$ cat src/rtl/arrow_lanes.sv
// Falling-arrow rhythm lanes: per-lane IDLE/FALL/FLASH state, hit/miss scoring, registered pixel.
// Optional macro ARROW_LANES_MISS_PENALTY_EN: a key edge outside the hit window counts as a miss.
module arrow_lanes #(
  parameter int unsigned LANES   = 4,
  parameter int unsigned LANE_X0 = 160,
  parameter int unsigned LANE_W  = 64,
  parameter int unsigned ARROW_H = 40,
  parameter int unsigned TOP_Y   = 31,
  parameter int unsigned SPEED   = 2,
  parameter int unsigned HIT_Y   = 440,
  parameter int unsigned HIT_WIN = 16
) (
  input  logic             sclk,
  input  logic             rst_n,
  input  logic [9:0]       hc,
  input  logic [9:0]       vc,
  input  logic             frame_tick,
  input  logic [LANES-1:0] spawn,
  input  logic [LANES-1:0] key,
  output logic [2:0]       red,
  output logic [2:0]       green,
  output logic [1:0]       blue,
  output logic             hit_pulse,
  output logic             miss_pulse,
  output logic [7:0]       score
);

  localparam logic [1:0] StIdle  = 2'd0;
  localparam logic [1:0] StFall  = 2'd1;
  localparam logic [1:0] StFlash = 2'd2;

  localparam logic [10:0] WinLo = 11'(HIT_Y - HIT_WIN);
  localparam logic [10:0] WinHi = 11'(HIT_Y + HIT_WIN);

  logic [1:0]       st_q [LANES];
  logic [1:0]       st_d [LANES];
  logic [9:0]       y_q  [LANES];
  logic [9:0]       y_d  [LANES];
  logic [2:0]       fc_q [LANES];
  logic [2:0]       fc_d [LANES];
  logic [LANES-1:0] key_q;
  logic [LANES-1:0] hit, pen, drop;
  logic [10:0]      ny;
  logic             kedge, in_win;
  logic [3:0]       n_hit, n_pen;
  logic [9:0]       up;
  logic [7:0]       score_q, score_d;
  logic [7:0]       pix_q, pix_d;

  // Lane state machines
  always_comb begin
    ny     = '0;
    kedge  = 1'b0;
    in_win = 1'b0;
    for (int i = 0; i < LANES; i++) begin
      st_d[i] = st_q[i];
      y_d[i]  = y_q[i];
      fc_d[i] = fc_q[i];
      hit[i]  = 1'b0;
      pen[i]  = 1'b0;
      drop[i] = 1'b0;
      ny      = {1'b0, y_q[i]} + 11'(SPEED);
      kedge   = key[i] & ~key_q[i];
      in_win  = ({1'b0, y_q[i]} >= WinLo) && ({1'b0, y_q[i]} <= WinHi);
      case (st_q[i])
        StIdle: begin
          // spawn beats a coincident frame_tick: no advance on the spawn frame
          if (spawn[i]) begin
            st_d[i] = StFall;
            y_d[i]  = 10'(TOP_Y);
          end
        end
        StFall: begin
          // hit check uses the pre-advance position
          if (kedge && in_win) begin
            st_d[i] = StFlash;
            fc_d[i] = 3'd7;
            hit[i]  = 1'b1;
          end
`ifdef ARROW_LANES_MISS_PENALTY_EN
          else if (kedge) begin
            st_d[i] = StIdle;
            pen[i]  = 1'b1;
          end
`endif
          else if (frame_tick) begin
            if (ny > WinHi) begin
              st_d[i] = StIdle;
              drop[i] = 1'b1;
            end else if (ny > 11'd1023) begin
              y_d[i] = 10'd1023;
            end else begin
              y_d[i] = ny[9:0];
            end
          end
        end
        StFlash: begin
          if (frame_tick) begin
            if (fc_q[i] == 3'd0) st_d[i] = StIdle;
            else                 fc_d[i] = fc_q[i] - 3'd1;
          end
        end
        default: st_d[i] = StIdle;
      endcase
    end
  end

  // Saturating score: hits add, penalty misses subtract, fall-off misses leave it alone
  always_comb begin
    n_hit = '0;
    n_pen = '0;
    for (int i = 0; i < LANES; i++) begin
      n_hit = n_hit + 4'(hit[i]);
      n_pen = n_pen + 4'(pen[i]);
    end
    up = {2'b00, score_q} + {6'd0, n_hit};
    if (up < {6'd0, n_pen})            score_d = 8'd0;
    else if (up - {6'd0, n_pen} > 255) score_d = 8'd255;
    else                               score_d = 8'(up - {6'd0, n_pen});
  end

  // Pixel: falling arrow > flash band > target line > black
  logic [31:0] hc32, vc32, y32, xl;
  logic        in_x, fall_any, flash_any, grey_any;
  logic [7:0]  fall_col;
  always_comb begin
    hc32      = {22'd0, hc};
    vc32      = {22'd0, vc};
    y32       = '0;
    xl        = '0;
    in_x      = 1'b0;
    fall_any  = 1'b0;
    flash_any = 1'b0;
    grey_any  = 1'b0;
    fall_col  = 8'h00;
    for (int i = 0; i < LANES; i++) begin
      xl   = LANE_X0 + LANE_W * unsigned'(i);
      y32  = {22'd0, y_q[i]};
      in_x = (hc32 >= xl) && (hc32 < xl + LANE_W);
      if (!fall_any && st_q[i] == StFall && in_x && vc32 >= y32 &&
          vc32 <= y32 + ARROW_H - 1) begin
        fall_any = 1'b1;
        case (2'(i))
          2'd0:    fall_col = 8'b111_000_00;
          2'd1:    fall_col = 8'b000_111_00;
          2'd2:    fall_col = 8'b000_000_11;
          default: fall_col = 8'b111_111_00;
        endcase
      end
      if (st_q[i] == StFlash && in_x && vc32 + 2 >= HIT_Y && vc32 <= HIT_Y + 2) flash_any = 1'b1;
      if (in_x && vc32 == HIT_Y) grey_any = 1'b1;
    end
    if (fall_any)       pix_d = fall_col;
    else if (flash_any) pix_d = 8'b111_111_11;
    else if (grey_any)  pix_d = 8'b011_011_01;
    else                pix_d = 8'h00;
  end

  always_ff @(posedge sclk or negedge rst_n) begin
    if (!rst_n) begin
      for (int i = 0; i < LANES; i++) begin
        st_q[i] <= StIdle;
        y_q[i]  <= '0;
        fc_q[i] <= '0;
      end
      key_q      <= '1;  // a key held through reset must not look like a press
      pix_q      <= '0;
      hit_pulse  <= 1'b0;
      miss_pulse <= 1'b0;
      score_q    <= '0;
    end else begin
      for (int i = 0; i < LANES; i++) begin
        st_q[i] <= st_d[i];
        y_q[i]  <= y_d[i];
        fc_q[i] <= fc_d[i];
      end
      key_q      <= key;
      pix_q      <= pix_d;
      hit_pulse  <= |hit;
      miss_pulse <= |(pen | drop);
      score_q    <= score_d;
    end
  end

  assign {red, green, blue} = pix_q;
  assign score              = score_q;

endmodule

$ cat config.mk
export PLATFORM = sky130hd
export DESIGN_NAME = arrow_lanes
export DESIGN_NICKNAME = d
export VERILOG_FILES = /design/src/rtl/arrow_lanes.sv
export SDC_FILE = /design/constraint.sdc
export NUM_CORES = 1
export LEC_CHECK = 0
export BUFFER_PORTS_ARGS = -buffer_cell sky130_fd_sc_hd__buf_2
export CAP_MARGIN = 20
export CORE_MARGIN = 10
export CORE_UTILIZATION = 55
export DETAILED_ROUTE_END_ITERATION = 12
export PLACE_DENSITY = 0.73
export SYNTH_ARGS = -nofsm -noshare
export SYNTH_HDL_FRONTEND = slang
export SYNTH_SLANG_ARGS = --single-unit
$ cat constraint.sdc
create_clock -name sclk -period 6.78 [get_ports sclk]
set_input_delay 0 -clock sclk [delete_from_list [all_inputs] [get_ports sclk]]
set_output_delay 0 -clock sclk [all_outputs]
set_load 0.02 [all_outputs]
# Word-level counts from Yosys, hierarchy flattened
# Index checks and enable logic that the tools add are counted.
# word_totals
ff_bits	82
in_bits	31
word_cells	320
# op_classes
n_addsub	21
magnitude_cmp	36
eq_ne	49
mux	113
n_bitwise	8
n_reduce_logical	76
# op_table
cell	count
2-to-1 mux 10 bit	20
<= comparator 10 x 32 -> 1 bit	4
one-hot mux 10 bit (2 select lines)	4
2-to-1 mux 8 bit	8
!= test 2 bit, second input constant	32
greater-or-equal comparator 10 x 9 -> 1 bit, second input constant	6
adder 10 x 2 -> 11 bit, second input constant	5
<= comparator 10 x 9 -> 1 bit, second input constant	5
2-to-1 mux 2 bit	24
subtractor 11 x 1 -> 12 bit, second input constant	4
adder 10 x 6 -> 11 bit, second input constant	4
greater-than comparator 11 x 10 -> 1 bit, second input constant	4
greater-than comparator 11 x 9 -> 1 bit, second input constant	4
logical AND 1 bit	43
greater-or-equal comparator 10 bit	4
AND reduction 5 bit	8
2-to-1 mux 1 bit	36
2-to-1 mux 3 bit	12
less-than comparator 10 x 9 -> 1 bit, second input constant	3
!= test 3 bit, second input constant	8
one-hot mux 2 bit (3 select lines)	4
one-hot mux 3 bit (2 select lines)	4
greater-or-equal comparator 10 x 8 -> 1 bit, second input constant	2
AND reduction 4 bit	4
other kinds (20)	51

# Logic depth before layout (Yosys ltp)
# Gate-level depths: netlist of run 1.
# depth
ltp_word	25
depth_mapped	16
mapped_depth_nobuf	16

# Worst setup path before layout of run 1
# No wires, ideal clock.
# synth_path
path_type	register to register
startpoint	reg y_q[11] in the netlist's numbering
endpoint	reg score_q[4] (netlist: score[4])
setup_ns	0.119
t_arrival_ns	3.109
path_slack_ns	3.552
path_stages_with_launch	17
n_path_buf	0
synth_period_minus_slack_ns	3.228
cell_sequence	dfrtp_1 -> inv_1 -> ha_1 -> a21oi_1 -> nor4_1 -> o21ai_0 -> inv_1 -> nand2_1 -> inv_1 -> fa_1 -> inv_1 -> fa_1 -> inv_1 -> fa_1 -> and3_1 -> nand3_1 -> o21a_1
# synth_between
elab_chain_cells	11
elab_cells_between_ends	13
# synth_lines
element	line_no	rtl
start: declaration	37	logic [9:0] y_q [LANES];
start signal: indexed assignment	174	y_q[i] <= y_d[i];
greater-or-equal comparator 10 x 9 -> 1 bit / <= comparator 10 x 9 -> 1 bit (equally long branches)	64	in_win = ({1'b0, y_q[i]} >= WinLo) && ({1'b0, y_q[i]} <= WinHi);
logical AND 1 bit (*)	64	
logical AND 1 bit (*)	75	if (kedge && in_win) begin
2-to-1 mux 1 bit (*)	75	
2-to-1 mux 1 bit (*)	65	case (st_q[i])
adder 2 x 1 -> 3 bit (*)	113	n_hit = n_hit + 4'(hit[i]);
adder 3 x 1 -> 4 bit (*)	113	
adder 8 x 4 -> 9 bit (*)	116	up = {2'b00, score_q} + {6'd0, n_hit};
greater-than comparator 9 x 8 -> 1 bit	118	else if (up - {6'd0, n_pen} > 255) score_d = 8'd255;
2-to-1 mux 8 bit	118	
2-to-1 mux 8 bit (*)	117	if (up < {6'd0, n_pen}) score_d = 8'd0;
named net score_d[4]	47	logic [7:0] score_q, score_d;
end signal: assignment	181	score_q <= score_d;
end: declaration	47	
# Mark *: on every way through the listed nets, which the timed path passes. The rest lies on a longest branch.
# A chain may end at the register's enable or synchronous reset.

# Worst setup path in the final report of run 1
# layout_path
startpoint	reg y_q[12] in the netlist's numbering
endpoint	reg score_q[4] (netlist: score[4])
# The elaborated chain is that of the path after synthesis.

==> results.tsv, run 1 <==
metric	value	unit
path_cells	inv_1 > ha_1 > a21oi_1 > nor4_1 > o21ai_0 > inv_1 > nand2_1 > inv_1 > fa_1 > inv_1 > fa_1 > inv_1 > fa_1 > and3_1 > nand3_1 > o21a_1	
grt_first_pass_wirelength	32100	um
ys_warn_count	0	
clkLatencyLatePin	350	ps
hp-class	in2async	
grt_overflow	0	
cp-end-kind	register	
post_cts_resized	0	
slowest_stage	dfrtp_1	
path_clk_slew	70	ps
crit_arrival	4060	ps
fin_skew	5.08	ps
crit_path_start_kind	register	
place_congestion	0.919	
synth.distinct_cells	86	
coreArea	13800	sq um
hold_viol	0	
setup_viol	0	
synth_seq_cells	80	
synthArstFlopShare	100	%
num-nets-final	1088	
required	7020	ps
die_w	139	um
fmax	262	MHz
final_cells	1119	
clock-root-buffer	clkbuf_16	
viasPerCell	6.03	
mostFrequentLayoutCell	ha_1	
finalSetupTns	0	ps
synthFlopType	dfrtp_1	
worst_path_most_repeated_cell	inv_1	
max_cap_violations	0	
dieArea	19200	sq um
grt_max_degree	71	
grt_antenna_before_repair	0	
power_density	336	nW/um^2
drtIter0Drc	518	
antenna_cells	0	
worst_slew_pin_slew	942	ps
hpwl	14300	um
synth_top_cell_area_share	24.5	%
fp.dieH	139	um
start_util	56.0	%
syn-cell-area	7750	sq um
boundaryPins	49	
post-route-period-util	56.4	%
status	complete, no violations	
wl_per_cell	17.0	um
grt_setup_unrepaired	false	
synthCells	904	
cts_tree	built	
grt_util_all_layers	19.7	%
ctsHoldBuffers	7	
drtAntennaViolNets	0	
peakVddDrop	0.239	mV
postCtsSetupBuffers	0	
synthesis.nets	1058	
syn_area_per_cell	8.57	sq um
ys_seq_area_share	25.9	%
dr.pass1.iters	5	
portBuffers	43	
row_count	43	
cts_buffer_depth	2	
synth_area_leader_cell	dfrtp_1	
syn_to_final_growth	8.41	%
min_period	3820	ps
leakage	0.00383	uW
crit_fanout	8	
dpl.cell_count	1096	
path_class	reg2reg	
final_util	60.8	%
synth_edf_count	0	
wl	19100	um
max_stage_delay	510	ps
final_cell_mix	ha_1 (120), dfrtp_1 (76), a21oi_1 (72), nand2_1 (69), inv_1 (63)	
relSlewSlack	36.3	%
multi_input_area	5300	sq um
cts_buffers	9	
cts_sinks	80	
register_area	2010	sq um
slew_viol_final	0	
vias	6750	
yosys-top-cells-area	dfrtp_1 (25%), ha_1 (19%), xnor2_1 (4.7%)	
grt_pass1_vias	6446	
drc	0	
fillers	1239	
drive_gt1_share	10.0	%
cts_max_level	3	
-- final cells by class --
cell class / instances / area share [%]
inverters: 67 / 2.99
clock inverters: 6 / 1.10
flip-flops and latches: 80 / 23.9
repair buffers: 51 / 3.52
clock buffers: 10 / 2.73
multi-input cells: 725 / 63.1
well taps: 180 / 2.68
-- per-layer routing --
layer  vias to the layer above  routed length [um]  track usage, %
met5                         -                   0               0
met4                         0                 328            5.77
met3                        24                 733            3.32
met2                       143                9230            33.0
met1                      3208                8770            25.3
li1                       3375                   -               -
-- worst max-delay path, delay by kind of cell (launching register included) --
family          cells  cell delay [ps]
buf+inv             5              540
fa+ha+maj           4             1350
compound gates      3              770
flops               1              510
simple gates        4              550
-- cells in the mapped netlist (4+ instances only) --
| cell type | count |
|---|---|
| a211oi_1 | 7 |
| nor3b_1 | 5 |
| dfstp_2 | 4 |
| nor3_1 | 21 |
| nand3_1 | 23 |
| inv_1 | 63 |
| buf_4 | 10 |
| o22ai_1 | 4 |
| a21oi_1 | 72 |
| a21o_1 | 10 |
| xor2_1 | 6 |
| clkbuf_1 | 6 |
| a31oi_1 | 19 |
| a41oi_1 | 7 |
| nand2_1 | 69 |
| nor4b_1 | 6 |
| and2_1 | 5 |
| o21a_1 | 10 |
| o31ai_1 | 4 |
| and4_1 | 4 |
| nor2_1 | 54 |
| dfrtp_1 | 76 |
| nor2b_1 | 19 |
| xnor2_1 | 42 |
| or2_2 | 9 |
| and3_1 | 12 |
| buf_2 | 13 |
| a21boi_0 | 7 |
| ha_1 | 120 |
| nor4_1 | 11 |
| nand2b_1 | 19 |
| or3_1 | 5 |
| o21bai_1 | 4 |
| a2111oi_0 | 9 |
| nand4_1 | 21 |
| o211ai_1 | 9 |
| o21ai_0 | 47 |
-- final timing paths --
kind | startpoint | to | slack [ps] | depth (start not counted)
setup / recovery | y_q[12]$_DFFE_PN0P_ | score[4]$_DFF_PN0_ | 2960 | 16
hold reg to reg | fc_q[3]$_DFFE_PN0P_ | fc_q[3]$_DFFE_PN0P_ | 470 | 1
hold / removal | rst_n | y_q[21]$_DFFE_PN0P_ | 20 | 2
max in group asynchronous | rst_n | y_q[33]$_DFFE_PN0P_ | 5630 | 3
min in group sclk | spawn[0] | st_q[6]$_DFFE_PN0P_ | 80 | 3
setup reg to reg | y_q[12]$_DFFE_PN0P_ | score[4]$_DFF_PN0_ | 2960 | 16
-- metrics by stage --
stage               hold WS [ps]  cell area, sq um  power [uW]  setup slack [ps]
floorplan                   -296              7750        1960              3550
global placement            -153              8010        2220              3110
detailed placement          -152              8010        2260              3030
CTS                         22.6              8400        2820              3000
global route                55.0              8400        3100              2600
finish                      19.7              8400        2820              2960
-- registers in the layout, summed over array words and instances, names as in the netlist --
register / flops
pix_q: 6
st_q: 8
y32: 10
score: 8
y_q: 30
hit_pulse: 1
fc_q: 12
key_q: 4
miss_pulse: 1
-- kinds of logic (layout without fill, tap and decap cells) --
family | Yosys count | in the layout | share of synthesized area (%)
and+or+nand+nor | 304 | 304 | 21.1
AOI/OAI and AO/OA | 248 | 248 | 21.4
adders and majority gates | 123 | 123 | 20.2
buffers and inverters | 99 | 134 | 5.70
DFF | 80 | 80 | 25.9
xor gates and xnor gates | 48 | 48 | 5.43
muxes | 2 | 2 | 0.258
-- power by group --
| part | leakage, uW | total, uW | switching (uW) | internal [uW] |
|---|---|---|---|---|
| clock | 0.000149 | 543 | 218 | 325 |
| sequential | 0.000987 | 820 | 235 | 585 |
| combinational | 0.00270 | 1460 | 830 | 629 |
| total | 0.00383 | 2820 | 1280 | 1540 |
No activity file was read; power rests on OpenSTA's default activity.
==> run 2, diff against run 1 <==
==> constraint.sdc (replaced) <==
create_clock -name sclk -period 3.6 [get_ports sclk]
set_input_delay 0 -clock sclk [delete_from_list [all_inputs] [get_ports sclk]]
set_output_delay 0 -clock sclk [all_outputs]
set_load 0.02 [all_outputs]
==> results.tsv, run 2 (same netlist as run 1, synthesis figures left out) <==
metric	value	unit	change
place_area	8170	sq um	+2.1%
die_w	139	um	unchanged
worst_path_most_repeated_cell	inv_1		
cts_max_level	3		unchanged
peakVddDrop	0.372	mV	+56%
grt_first_pass_wirelength	33500	um	+4.3%
crit_path_start_kind	register		
cts_buffer_depth	2		unchanged
grt_util_all_layers	20.6	%	+0.96 points
row_count	43		unchanged
fillers	1238		-0.081%
grt_antenna_before_repair	0		unchanged
drc	0		unchanged
power_density	634	nW/um^2	+89%
status	complete, no violations		
worst_slew_pin_slew	785	ps	-157 ps
path_clk_slew	70	ps	about the same
num-nets-final	1111		+2.1%
drtIter0Drc	530		+2.3%
antenna_cells	0		unchanged
grt_max_degree	59		-17%
cts_buffers	9		unchanged
clock-root-buffer	clkbuf_16		
path_class	reg2reg		
leakage	0.00393	uW	+2.6%
wl	19800	um	+4.0%
drtAntennaViolNets	0		unchanged
largest-register	y_q		
clkLatencyLatePin	350	ps	about the same
finalSetupTns	0	ps	unchanged
path_cells	inv_1 > ha_1 > a21oi_1 > nor4_1 > o21ai_1 > inv_1 > nand2_1 > inv_1 > fa_1 > inv_1 > fa_1 > inv_1 > fa_2 > and3_1 > nand3_1 > o21a_1		
cp-end-kind	register		
drive_gt1_share	12.9	%	+2.9 points
hpwl	14800	um	+2.9%
viasPerCell	6.08		+0.74%
mostFrequentLayoutCell	ha_1		
max_cap_violations	0		unchanged
fin_skew	8.42	ps	+3.34 ps
fp.dieH	139	um	unchanged
syn_to_final_growth	10.7	%	
grt_overflow	0		unchanged
slowest_stage	fa_1		
cts_sinks	80		unchanged
wl_per_cell	17.4	um	+1.9%
slew_viol_final	0		unchanged
dr.pass1.iters	5		unchanged
relSlewSlack	47.7	%	+11 points
dieArea	19200	sq um	unchanged
grt_setup_unrepaired	false		
required	3850	ps	-3170 ps
final_cell_mix	ha_1 (120), dfrtp_1 (74), a21oi_1 (72), nand2_1 (69), inv_1 (62)		
place_congestion	0.944		+2.7%
coreArea	13800	sq um	unchanged
cts_tree	built		
crit_buf_inv	5		unchanged
postCtsSetupBuffers	0		unchanged
hold_viol	0		unchanged
grt_pass1_vias	6845		+6.2%
crit_fanout	7		-1
min_period	3310	ps	-511 ps
largest_reg_flops	30		unchanged
start_util	56.0	%	unchanged
boundaryPins	49		unchanged
setup_viol	0		unchanged
final_cell_area	8580	sq um	+2.1%
fmax	302	MHz	+15%
hp-class	in2reg		
post-route-period-util	92.0	%	+36 points
vias	6940		+2.8%
portBuffers	43		unchanged
crit_arrival	3560	ps	-500 ps
crit_family	adder cells		
max_stage_delay	480	ps	-30 ps
[run 2: cell type report]
class | count | area, sq um | area share (%)
multi-input combinational | 725 | 5310 | 61.9
sequential | 80 | 2010 | 23.4
timing repair buffer | 74 | 465 | 5.42
clock buffer | 11 | 253 | 2.95
inverter | 67 | 251 | 2.93
tap | 180 | 225 | 2.62
clock inverter | 5 | 62.6 | 0.729
[run 2: report_power, final]
part / internal, uW / leakage, uW / switching [uW]
clock: 579 / 0.000148 / 408
sequential: 1110 / 0.000985 / 304
combinational: 1300 / 0.00280 / 1750
total: 2980 / 0.00393 / 2460
[run 2: repair_timing]
action,CTS,global route
hold buffers,7,0
endpoints found under the hold margin,61,0
setup endpoints to repair,0,6
gates resized for setup,0,9
[run 2: stage by stage]
stage               setup slack, ps  utilization [%]  cells  total power (uW)  hold WS (ps)
floorplan                       372                -    904              3700          -296
global placement                283             59.1   1118              4320           115
detailed placement              151             59.1   1118              4390           117
CTS                             105             61.9   1141              5420          70.8
global route                   26.7             62.1   1142              5950          95.5
finish                          290             62.1   1142              5440          77.0
[run 2: worst paths after layout]
path                                     startpoint                   to  slack, ps  cells after the start
worst max-delay path            y_q[11]$_DFFE_PN0P_   score[4]$_DFF_PN0_        290                     16
worst min-delay path                       spawn[0]  st_q[6]$_DFFE_PN0P_         80                      3
worst max register to register  y_q[11]$_DFFE_PN0P_   score[4]$_DFF_PN0_        290                     16
worst min register to register  fc_q[6]$_DFFE_PN0P_  fc_q[6]$_DFFE_PN0P_        470                      1
max in group asynchronous                     rst_n   key_q[0]$_DFF_PN1_       2470                      3
min in group asynchronous                     rst_n  y_q[23]$_DFFE_PN0P_        270                      2
[run 2: per-layer routing]
metal	vias to the layer above	track usage [%]	wire length, um
met1	3282	25.9	8780
met3	36	2.71	888
met4	0	8.57	513
met5	-	0	0
li1	3426	-	-
met2	196	34.7	9650
[run 2: tightest hold or removal path, stage by stage]
cell and delay [ps]:
buf_2 90, nor3b_1 150, a21o_1 150
==> run 3, diff against run 2 <==
--- a/config.mk
+++ b/config.mk
@@ -7,10 +7,12 @@
 export LEC_CHECK = 0
 export BUFFER_PORTS_ARGS = -buffer_cell sky130_fd_sc_hd__buf_2
 export CAP_MARGIN = 20
+export CELL_PAD_IN_SITES_DETAIL_PLACEMENT = 1
+export CELL_PAD_IN_SITES_GLOBAL_PLACEMENT = 1
 export CORE_MARGIN = 10
-export CORE_UTILIZATION = 55
+export CORE_UTILIZATION = 48
 export DETAILED_ROUTE_END_ITERATION = 12
-export PLACE_DENSITY = 0.73
+export PLACE_DENSITY_LB_ADDON = 0.1
 export SYNTH_ARGS = -nofsm -noshare
 export SYNTH_HDL_FRONTEND = slang
 export SYNTH_SLANG_ARGS = --single-unit
==> results.tsv, run 3 (same netlist as run 1, synthesis figures left out) <==
metric	value	unit	change
status	complete, no violations		
dr.pass1.iters	5		unchanged
dieArea	21600	sq um	+12%
hpwl	17900	um	+21%
clock-root-buffer	clkbuf_16		
viasPerCell	6.05		-0.42%
worst_slew_pin_slew	965	ps	+180 ps
slew_viol_final	0		unchanged
clkLatencyLatePin	350	ps	about the same
relSlewSlack	34.8	%	-13 points
drtAntennaViolNets	0		unchanged
hp-class	in2async		
finalSetupTns	0	ps	unchanged
cts_tree	built		
drtIter0Drc	454		-14%
max_cap_violations	0		unchanged
cts_sinks	80		unchanged
path_clk_slew	70	ps	about the same
fin_skew	9.29	ps	+0.870 ps
cts_max_level	3		unchanged
required	3840	ps	about the same
dpl.cell_count	1153		+3.1%
largest-register	y_q		
crit_path_start_kind	register		
cp-end-kind	register		
wl_per_cell	19.9	um	+14%
grt_pass1_vias	7726		+13%
mostFrequentLayoutCell	ha_1		
cts_buffer_depth	2		unchanged
vias	7129		+2.7%
antenna_cells	0		unchanged
largest_reg_flops	30		unchanged
portBuffers	43		unchanged
fp.dieH	147	um	+6.0%
setup_viol	0		unchanged
start_util	49.0	%	-7.1 points
drive_gt1_share	12.7	%	-0.21 points
row_count	46		+7.0%
crit_fanout	6		-1
cts_buffers	9		unchanged
final_cell_mix	ha_1 (120), dfrtp_1 (75), a21oi_1 (72), nand2_1 (69), inv_1 (63)		
path_class	reg2reg		
final_cells	1178		+3.2%
wl	23400	um	+18%
syn_to_final_growth	11.7	%	
power_density	649	nW/um^2	+2.2%
peakVddDrop	0.321	mV	-14%
total_power	5610	uW	+3.1%
drc	0		unchanged
place_congestion	0.907		-3.9%
reg2regPathDepth	13		-3
grt_max_degree	81		+37%
grt_util_all_layers	21.8	%	+1.2 points
grt_overflow	0		unchanged
post-route-period-util	94.9	%	+2.9 points
hold_viol	0		unchanged
coreArea	15800	sq um	+14%
die_w	147	um	+6.0%
fmax	293	MHz	-3.1%
leakage	0.00396	uW	+0.64%
final_util	54.7	%	-7.4 points
grt_setup_unrepaired	false		
boundaryPins	49		unchanged
min_period	3420	ps	+106 ps
crit_arrival	3650	ps	+90 ps
num-nets-final	1111		unchanged
grt_antenna_before_repair	0		unchanged
grt_first_pass_wirelength	39300	um	+17%
## run 3: worst paths after layout
path                                       endpoint           startpoint  slack [ps]
min in group sclk               st_q[6]$_DFFE_PN0P_           frame_tick         100
worst min-delay path            y_q[22]$_DFFE_PN0P_                rst_n          60
worst max-delay path             score[4]$_DFF_PN0_  y_q[21]$_DFFE_PN0P_         180
max in group asynchronous        key_q[2]$_DFF_PN1_                rst_n        2870
worst max register to register   score[4]$_DFF_PN0_  y_q[21]$_DFFE_PN0P_         180
worst min register to register  fc_q[6]$_DFFE_PN0P_  fc_q[6]$_DFFE_PN0P_         480
## run 3: repair_timing
item	in CTS	in global routing
hold buffers	7	0
hold endpoints to repair	83	0
buffers inserted	0	1
setup endpoints to repair	0	9
gates resized for setup	0	8
## run 3: per-stage QoR
stage | instance area (sq um) | hold WS, ps | setup slack (ps)
3_3_place_gp | 8210 | 116 | 275
3_5_place_dp | 8210 | 122 | 99.4
4_1_cts | 8600 | 101 | 68.6
6_report | 8660 | 61.4 | 184
2_1_floorplan | 7750 | -296 | 372
5_1_grt | 8660 | 89.4 | 9.71
## run 3: where the power goes
part	switching, uW	internal, uW
combinational	1850	1320
clock	397	623
sequential	316	1100
## run 3: layer usage
metal	track usage, %	part of all wire (%)	vias to the layer above
li1	-	-	3415
met1	27.5	46	3550
met2	37.0	48	140
met3	3.72	4.0	24
met4	6.94	1.6	0
met5	0	0	-
## run 3: layout make-up
| class | instances | area [sq um] |
|---|---|---|
| Sequential cell | 80 | 2010 |
| Inverter | 67 | 251 |
| Clock buffer | 10 | 239 |
| Timing Repair Buffer | 74 | 488 |
| Fill cell | 1920 | 7170 |
| Tap cell | 216 | 270 |
| Clock inverter | 6 | 82.6 |
| Multi-Input combinational cell | 725 | 5320 |
## run 3: worst max-delay path, cell delays in order, from the launching register on
cell and delay, ps:
dfrtp_1 450, inv_1 200, ha_1 200, nand2b_1 60, a2111oi_0 460, o21ai_0 290, nor2_1 270, inv_1 130
fa_1 440, inv_1 90, fa_1 280, and3_1 220, nand3_1 80, o21a_1 110
